--- src/rtl/seg_pkg.sv ---
// Shared constants, types and the active-low 7-segment font for seg_display_scan.
package seg_pkg;

  localparam int         N_DIGITS = 4;
  localparam logic [6:0] SEG_DASH = 7'h3F;
  localparam logic [6:0] SEG_OFF  = 7'h7F;
  localparam logic [3:0] AN_OFF   = 4'hF;

  // Cathode bit order on seg_cat: bit 6 = g ... bit 0 = a
  typedef struct packed {
    logic g;
    logic f;
    logic e;
    logic d;
    logic c;
    logic b;
    logic a;
  } seg_cat_t;

  typedef enum logic {
    CONV_IDLE = 1'b0,
    CONV_RUN  = 1'b1
  } conv_state_t;

  function automatic logic [6:0] seg_font(input logic [3:0] nib);
    logic [6:0] pat;
    case (nib)
      4'h0:    pat = 7'h40;
      4'h1:    pat = 7'h79;
      4'h2:    pat = 7'h24;
      4'h3:    pat = 7'h30;
      4'h4:    pat = 7'h19;
      4'h5:    pat = 7'h12;
      4'h6:    pat = 7'h02;
      4'h7:    pat = 7'h78;
      4'h8:    pat = 7'h00;
      4'h9:    pat = 7'h10;
      4'hA:    pat = 7'h08;
      4'hB:    pat = 7'h03;
      4'hC:    pat = 7'h46;
      4'hD:    pat = 7'h21;
      4'hE:    pat = 7'h06;
      default: pat = 7'h0E;
    endcase
    return pat;
  endfunction

endpackage

--- src/rtl/seg_display_scan_if.sv ---
// Write port of seg_display_scan: one display word plus per-digit blanking, valid/ready.
interface seg_display_scan_if;
  logic        wr_valid;
  logic        wr_ready;
  logic [15:0] wr_value;
  logic [3:0]  wr_blank;

  modport master (output wr_valid, output wr_value, output wr_blank, input wr_ready);
  modport slave  (input wr_valid, input wr_value, input wr_blank, output wr_ready);
endinterface

--- src/rtl/seg_bin2bcd.sv ---
// Iterative 14-bit binary to 4-digit BCD converter, one double-dabble step per cycle.
// state     | meaning
// CONV_IDLE | waiting for start; operand captured on start
// CONV_RUN  | one shift/add-3 step per cycle; done pulses on the 14th step
import seg_pkg::*;

module seg_bin2bcd (
  input  logic        clk,
  input  logic        rst,
  input  logic        start,
  input  logic [13:0] bin,
  output logic        busy,
  output logic        done,
  output logic [15:0] bcd,
  output logic        over
);

  localparam int          N_BITS  = 14;
  localparam logic [13:0] BCD_MAX = 14'd9999;

  conv_state_t state, state_nx;
  logic [13:0] bin_sr, bin_nx;
  logic [15:0] bcd_sr, bcd_nx, bcd_adj;
  logic [3:0]  cnt, cnt_nx;
  logic        over_q, over_nx;

  always_ff @(posedge clk or negedge rst) begin
    if (!rst) begin
      state  <= CONV_IDLE;
      bin_sr <= '0;
      bcd_sr <= '0;
      cnt    <= '0;
      over_q <= 1'b0;
    end else begin
      state  <= state_nx;
      bin_sr <= bin_nx;
      bcd_sr <= bcd_nx;
      cnt    <= cnt_nx;
      over_q <= over_nx;
    end
  end

  always_comb begin
    bcd_adj = bcd_sr;
    for (int i = 0; i < 4; i++) begin
      if (bcd_sr[i*4 +: 4] >= 4'd5) bcd_adj[i*4 +: 4] = bcd_sr[i*4 +: 4] + 4'd3;
    end
    // bcd carries the result of the step in progress; valid to the consumer only with done
    bcd      = {bcd_adj[14:0], bin_sr[13]};
    state_nx = state;
    bin_nx   = bin_sr;
    bcd_nx   = bcd_sr;
    cnt_nx   = cnt;
    over_nx  = over_q;
    done     = 1'b0;
    case (state)
      CONV_IDLE: begin
        if (start) begin
          state_nx = CONV_RUN;
          bin_nx   = bin;
          bcd_nx   = '0;
          cnt_nx   = '0;
          over_nx  = (bin > BCD_MAX);
        end
      end
      CONV_RUN: begin
        bcd_nx = bcd;
        bin_nx = {bin_sr[12:0], 1'b0};
        cnt_nx = cnt + 4'd1;
        if (cnt == 4'(N_BITS - 1)) begin
          done     = 1'b1;
          state_nx = CONV_IDLE;
        end
      end
      default: state_nx = CONV_IDLE;
    endcase
  end

  assign busy = (state == CONV_RUN);
  assign over = over_q;

endmodule

--- src/rtl/seg_display_scan.sv ---
// Time-multiplexed 4-digit 7-segment scanner with frame-aligned double buffering.
// Define SEG_BCD_EN to treat wr_value[13:0] as binary and convert it to decimal digits.
import seg_pkg::*;

module seg_display_scan #(
  parameter int CLK_FREQ     = 100000000,
  parameter int REFRESH_HZ   = 1000,
  parameter int GHOST_CYCLES = 4
) (
  input  logic                clk,
  input  logic                rst,
  seg_display_scan_if.slave   wr,
  output logic [6:0]          seg_cat,
  output logic [3:0]          seg_anode,
  output logic                frame_start
);

  // TICK_DIV must be at least GHOST_CYCLES+2 so every slot has visible time
  localparam int TICK_DIV = CLK_FREQ / (REFRESH_HZ * N_DIGITS);
  localparam int PW       = $clog2(TICK_DIV);

  logic [PW-1:0] prescaler;
  logic [1:0]    index;
  logic          tick, frame_end;

  logic          pending;
  logic [15:0]   pend_value, act_value;
  logic [3:0]    pend_blank, act_blank;
  logic          pend_dash, act_dash;

  logic          accept, busy, load, load_dash;
  logic [15:0]   load_value;
  logic [3:0]    load_blank;

  assign tick        = (prescaler == PW'(TICK_DIV - 1));
  assign frame_end   = tick && (index == 2'(N_DIGITS - 1));
  assign wr.wr_ready = !pending && !busy;
  assign accept      = wr.wr_valid && wr.wr_ready;

`ifdef SEG_BCD_EN
  logic        conv_done, conv_over;
  logic [15:0] conv_bcd;
  logic [3:0]  blank_hold;

  seg_bin2bcd u_bin2bcd (
    .clk   (clk),
    .rst   (rst),
    .start (accept),
    .bin   (wr.wr_value[13:0]),
    .busy  (busy),
    .done  (conv_done),
    .bcd   (conv_bcd),
    .over  (conv_over)
  );

  always_ff @(posedge clk or negedge rst) begin
    if (!rst)        blank_hold <= AN_OFF;
    else if (accept) blank_hold <= wr.wr_blank;
  end

  assign load       = conv_done;
  assign load_value = conv_bcd;
  assign load_blank = blank_hold;
  assign load_dash  = conv_over;
`else
  assign busy       = 1'b0;
  assign load       = accept;
  assign load_value = wr.wr_value;
  assign load_blank = wr.wr_blank;
  assign load_dash  = 1'b0;
`endif

  always_ff @(posedge clk or negedge rst) begin
    if (!rst) begin
      prescaler <= '0;
      index     <= '0;
    end else if (tick) begin
      prescaler <= '0;
      index     <= frame_end ? 2'd0 : index + 2'd1;
    end else begin
      prescaler <= prescaler + PW'(1);
    end
  end

  // A load can never coincide with a swap: load needs pending clear, swap needs it set
  always_ff @(posedge clk or negedge rst) begin
    if (!rst) begin
      pending    <= 1'b0;
      pend_value <= '0;
      pend_blank <= AN_OFF;
      pend_dash  <= 1'b0;
      act_value  <= '0;
      act_blank  <= AN_OFF;
      act_dash   <= 1'b0;
    end else begin
      if (frame_end && pending) begin
        act_value <= pend_value;
        act_blank <= pend_blank;
        act_dash  <= pend_dash;
        pending   <= 1'b0;
      end
      if (load) begin
        pend_value <= load_value;
        pend_blank <= load_blank;
        pend_dash  <= load_dash;
        pending    <= 1'b1;
      end
    end
  end

  logic [3:0] cur_nib;
  logic       cur_blank;

  assign cur_nib   = act_value[index*4 +: 4];
  assign cur_blank = act_blank[index];

  always_ff @(posedge clk or negedge rst) begin
    if (!rst) begin
      seg_anode   <= AN_OFF;
      seg_cat     <= SEG_OFF;
      frame_start <= 1'b0;
    end else begin
      seg_anode   <= (prescaler < PW'(GHOST_CYCLES) || cur_blank) ? AN_OFF
                     : ~(4'b0001 << index);
      seg_cat     <= cur_blank ? SEG_OFF : (act_dash ? SEG_DASH : seg_font(cur_nib));
      frame_start <= frame_end;
    end
  end

endmodule
--- src/flat_wrapper.sv ---
// flat-port wrapper written by rule: the top's interface ports become plain ports
module seg_display_scan_flat 
#(
  parameter int CLK_FREQ     = 100000000,
  parameter int REFRESH_HZ   = 1000,
  parameter int GHOST_CYCLES = 4
)
  (clk, rst, seg_cat, seg_anode, frame_start, wr_wr_valid, wr_wr_value, wr_wr_blank, wr_wr_ready);
  seg_display_scan_if wr_i ();
  input  logic clk;
  input  logic rst;
  output logic [6:0] seg_cat;
  output logic [3:0] seg_anode;
  output logic frame_start;
  input wire logic [$bits(wr_i.wr_valid)-1:0] wr_wr_valid;
  input wire logic [$bits(wr_i.wr_value)-1:0] wr_wr_value;
  input wire logic [$bits(wr_i.wr_blank)-1:0] wr_wr_blank;
  output wire logic [$bits(wr_i.wr_ready)-1:0] wr_wr_ready;
  assign wr_i.wr_valid = wr_wr_valid;
  assign wr_i.wr_value = wr_wr_value;
  assign wr_i.wr_blank = wr_wr_blank;
  assign wr_wr_ready = wr_i.wr_ready;
  seg_display_scan #(.CLK_FREQ(CLK_FREQ), .REFRESH_HZ(REFRESH_HZ), .GHOST_CYCLES(GHOST_CYCLES)) u_core (.clk(clk), .rst(rst), .wr(wr_i), .seg_cat(seg_cat), .seg_anode(seg_anode), .frame_start(frame_start));
endmodule
--- config.mk ---
export PLATFORM = sky130hd
export DESIGN_NAME = seg_display_scan_flat
export DESIGN_NICKNAME = d
export VERILOG_FILES = /design/src/rtl/seg_pkg.sv /design/src/rtl/seg_display_scan_if.sv /design/src/rtl/seg_bin2bcd.sv /design/src/rtl/seg_display_scan.sv /design/src/flat_wrapper.sv
export SDC_FILE = /design/constraint.sdc
export NUM_CORES = 1
export LEC_CHECK = 0
export BUFFER_PORTS_ARGS = -buffer_cell sky130_fd_sc_hd__buf_2
export CORE_AREA = 2 2 69 84
export CTS_BUF_LIST = sky130_fd_sc_hd__clkbuf_16
export CTS_CLUSTER_SIZE = 16
export DETAILED_ROUTE_END_ITERATION = 7
export DIE_AREA = 0 0 71 86
export PLACE_DENSITY = 0.77
export SLEW_MARGIN = 20
export SYNTH_ARGS = -nofsm -noshare
export SYNTH_HDL_FRONTEND = slang
export SYNTH_SLANG_ARGS = --single-unit
--- constraint.sdc ---
create_clock -name clk -period 6 [get_ports clk]
set_input_delay 1.8 -clock clk [delete_from_list [all_inputs] [get_ports clk]]
set_output_delay 1.8 -clock clk [all_outputs]
set_load 0.05 [all_outputs]
* Word-level counts from Yosys, hierarchy flattened *
Memory sizes are Yosys's and may differ from the RTL's.
Cells that the tools add are included.

operators by class
  add/subtract/negate cells = 2
  $lt $le $gt $ge = 2
  equal/unequal tests = 2
  shift operators = 2
  mux-type cells = 8
  bitwise gates (word level) = 1
  reduce and logical (&&, ||, !) cells = 6

operators by type and width
  kind                                                          number
  variable part select 16 x 5 -> 4 bit                          1
  adder 15 x 1 -> 15 bit (second input constant)                1
  equality test 15 bit (second input constant)                  1
  less-than comparator 15 x 3 -> 1 bit (second input constant)  1
  two-way mux 15 bit                                            1
  two-way mux 7 bit                                             1
  two-way mux 4 bit                                             1
  NOT 4 bit                                                     1
  left shift 1 x 2 -> 4 bit (first input constant)              1
  logical AND 1 bit                                             3
  less-than comparator 2 x 3 -> 1 bit (second input constant)   1
  two-way mux 1 bit                                             3
  adder 2 x 1 -> 2 bit (second input constant)                  1
  binary-select mux 1 bit (select 2 bit)                        1
  equality test 2 bit (second input constant)                   1
  two-way mux 2 bit                                             1
  nonzero test 2 bit                                            1
  zero test 1 bit                                               1
  logical OR 1 bit                                              1

storage, ports and cells
  register bits after elaboration = 70
  ROM bits = 112
  input port bits = 23
  output and inout bits = 13
  logic and storage cells = 34
  memories = 1

memories
  name             depth  bits a word  read ports  clocked after Yosys merged registers in  write ports  line           text
  (no name shown)  16     7            1           0                                        0            seg_pkg.sv:27  case (nib)

* Logic depth before layout (Yosys ltp) *
  word-level depth = 5
  depth in mapped cells = 7
  gate-level depth less buffers = 6

* Worst setup path before layout *
Ideal clock, no wire load.

  kind = input to register
  from = input wr_wr_valid
  to = register u_core.pend_value[0]
  data arrival time = 2.642 ns
  required time = 5.875 ns
  setup slack = 3.233 ns
  stages on the path = 3
  buffers on the path = 1
  path through = nor2b_1 clkbuf_1 mux2_2

between the ends
  longest elaborated chain between the ends = 1

RTL lines
  element                 line                     text
  start: declaration      flat_wrapper.sv:15       input wire logic [$bits(wr_i.wr_valid)-1:0] wr_wr_valid;
  logical AND 1 bit       seg_display_scan.sv:38   assign accept = wr.wr_valid && wr.wr_ready;
  end signal: assignment  seg_display_scan.sv:103  pend_value <= load_value;
  end: declaration        seg_display_scan.sv:27   logic [15:0] pend_value, act_value;

Every way passes these cells.
A chain may end at the register's enable or synchronous reset.

* Worst setup path after layout *
  from = register u_core.seg_cat[2]
  to = output seg_cat[2]

RTL lines
  element                   line                     text
  start: declaration        seg_display_scan.sv:13   output logic [6:0] seg_cat,
  start signal: assignment  seg_display_scan.sv:125  seg_cat <= cur_blank ? SEG_OFF : (act_dash ? SEG_DASH : seg_font(cur_nib));
  end: declaration          flat_wrapper.sv:12       output logic [6:0] seg_cat;

No word-level cell between the ends.

==> out/results.ini <==
[sta]
setup_viol=0
rsz0062_at_grt=no
worst_pin_slew_ps=831.8
drv_slew=0
relSlewSlack=0.4455
min_period_ps=2884
whs_ps=458.8
fin_ws_ps=3116
min_period_over_period=0.4807
hold_viol=0
fmax_ghz=0.3467
setup_tns_ps=0
fin_skew_ps=5.999

[yosys]
netlist_top_cells_count=dfrtp_1, mux2_2, dfstp_2, mux2_1, nor2_1
syn_area_um2=3103
synth_edf_count=0
yosys.area.top_type_share=0.4113
async_flop_share=1.000
syn_area_per_cell_um2=13.43
ys_seq_area_frac=0.5722
netlist_instances=231
yosysTopAreaCell=dfrtp_1
ys_top_cells_by_area=dfrtp_1, dfstp_2, mux2_2
synth_most_common_cell=dfrtp_1
ys_types=37
synth_warnings=0
ys_seq_elements=70
synth_ff_type=dfrtp_1
syn_nets=265

[pwr]
power.density_nw_per_um2=273.3
finalPower_uw=975.1
power_leakage_nw=1.647
peakVddDrop_v=0.0002038

[critical_path]
required_ps=4200
startpoint_type=register
crit_arrival_ps=1080
cp-end-kind=output pin
slowest_delay_ps=510
worst-path-buf-inv=1
crit_slowest_cell=dfstp_2
crit_family=flip-flops
crit_chain=buf_2
crit_fanout=1
crit_type=reg -> out

[clock_network]
cts_max_path_buffers=2
cts_max_level=3
cts-buffers-inserted=9
root_buffer=clkbuf_16
postCtsResizedCells=0
clock-sinks=70
clock_latency_ps=320
post-cts-setup-buffers=0
tritoncts=done
clkTransAtPathRegs_ps=50
hold_buffers=0

[global_route]
track_usage=0.1932
grt_pass1_vias=1905
grt_max_degree=71
grt_pass1_wl_um=9025
antenna_found_initial=0
grt_overflow=0

[finish]
areaGrowthSynthToFinish_pct=15.00
diodes=0
drive_above_1_share=0.3478
nets=305
fin_area_um2=3568

[route]
drt_wl_total_um=5061
firstDrtPassIters=4
drt_iter0_markers=124
wire_per_inst_um=14.97
drc_errors=0
antenna_left=0
num_vias=1883
via_per_inst=5.571

[place]
place.gp.congestion=0.8030
portBuffers=35
postPlaceCellArea_um2=3316
hpwlAfterDp_um=3339
pre_cts_slack_ps=3195

[worst_hold_path]
hold_path_class=reg -> reg

[die]
die_h_um=86
die_area_um2=6106
pin_count=36
start_util=0.5898
rows=29
chipWidth_um=71
core_um2=5261

[run]
max-cap-violations=0

[outcome]
status=finished, final reports clean

## final cells by class
| cell class | instances | area (um^2) |
|---|---|---|
| Clock buffer | 9 | 225.2 |
| Clock inverter | 7 | 27.53 |
| Fill cell | 399 | 1693 |
| Inverter | 7 | 26.28 |
| Multi-Input combinational cell | 146 | 1246 |
| Sequential cell | 70 | 1775 |
| Tap cell | 62 | 77.57 |
| Timing Repair Buffer | 37 | 190.2 |
## sequential cells by signal (all words and copies together) (netlist names)
signal	count
u_core.act_value	16
u_core.pend_value	16
u_core.prescaler	15
u_core.seg_cat	7
u_core.act_blank	4
u_core.pend_blank	4
u_core.seg_anode	4
u_core.index	2
u_core.frame_start	1
u_core.pending	1
## report_power, final
group,switching [mW],leakage [nW],total (mW),internal [mW]
clock,0.175,0.136,0.445,0.269
sequential,0.00856,0.865,0.500,0.491
combinational,0.0138,0.646,0.0305,0.0167
## cell usage in the layout (no fill, tap or decap), drive strengths merged
master,synthesis,final
xor2,4,4
ha,11,11
mux2,41,41
nor2,16,16
or4,1,1
o221ai,1,1
mux2i,2,2
o21ai,8,8
dfstp,19,19
nor2b,4,4
buf,4,37
o211ai,1,1
nand2b,2,2
a2111oi,1,1
and2,1,1
or3,2,2
inv,7,10
nor4,4,4
and3b,1,1
nor3,2,2
a21oi,4,4
a22o,1,1
nand3,7,7
a31oi,4,4
and3,1,1
mux4,5,5
clkinv,0,4
xnor2,7,7
clkbuf,4,9
dfrtp,51,51
nand2,11,11
o22ai,1,1
nand4,3,3
## stage by stage
stage	std cells	utilization
global placement	322	0.6302
floorplan	231	-
finish	338	0.6782
global route	338	0.6782
detailed placement	322	0.6302
CTS	338	0.6782
## worst paths after layout
check,startpoint,to,slack (ps),depth (start not counted)
max,u_core.seg_cat[2]$_DFF_PN1_,seg_cat[2],3120,1
min,u_core.prescaler[0]$_DFF_PN0_,u_core.prescaler[0]$_DFF_PN0_,460,1
max reg2reg,u_core.prescaler[12]$_DFF_PN0_,u_core.act_value[4]$_DFFE_PN0P_,3380,4
min reg2reg,u_core.prescaler[0]$_DFF_PN0_,u_core.prescaler[0]$_DFF_PN0_,460,1
max in group asynchronous,rst,u_core.act_value[8]$_DFFE_PN0P_,3790,2
min in group asynchronous,rst,u_core.prescaler[6]$_DFF_PN0_,1660,2
## per-layer routing
layer  global-route usage  part of all wire
met1               0.2463              0.44
met4              0.08233             0.014
met3              0.04935             0.042
met2               0.3144              0.51
met5                    0                 0
## kinds of logic (layout without fill, tap and decap cells)
group                    count (synthesis)  after routing  share of synthesized area
AO/OA/AOI/OAI                           21             21                    0.04033
XOR/XNOR                                11             11                    0.03105
flip-flops                              70             70                     0.5722
adder cells (fa/ha/maj)                 11             11                    0.04435
AND/OR/NAND/NOR                         55             55                    0.09435
buffers and inverters                   15             60                    0.02621
multiplexers                            48             48                     0.1915
Power figures use the tool's default switching activity.
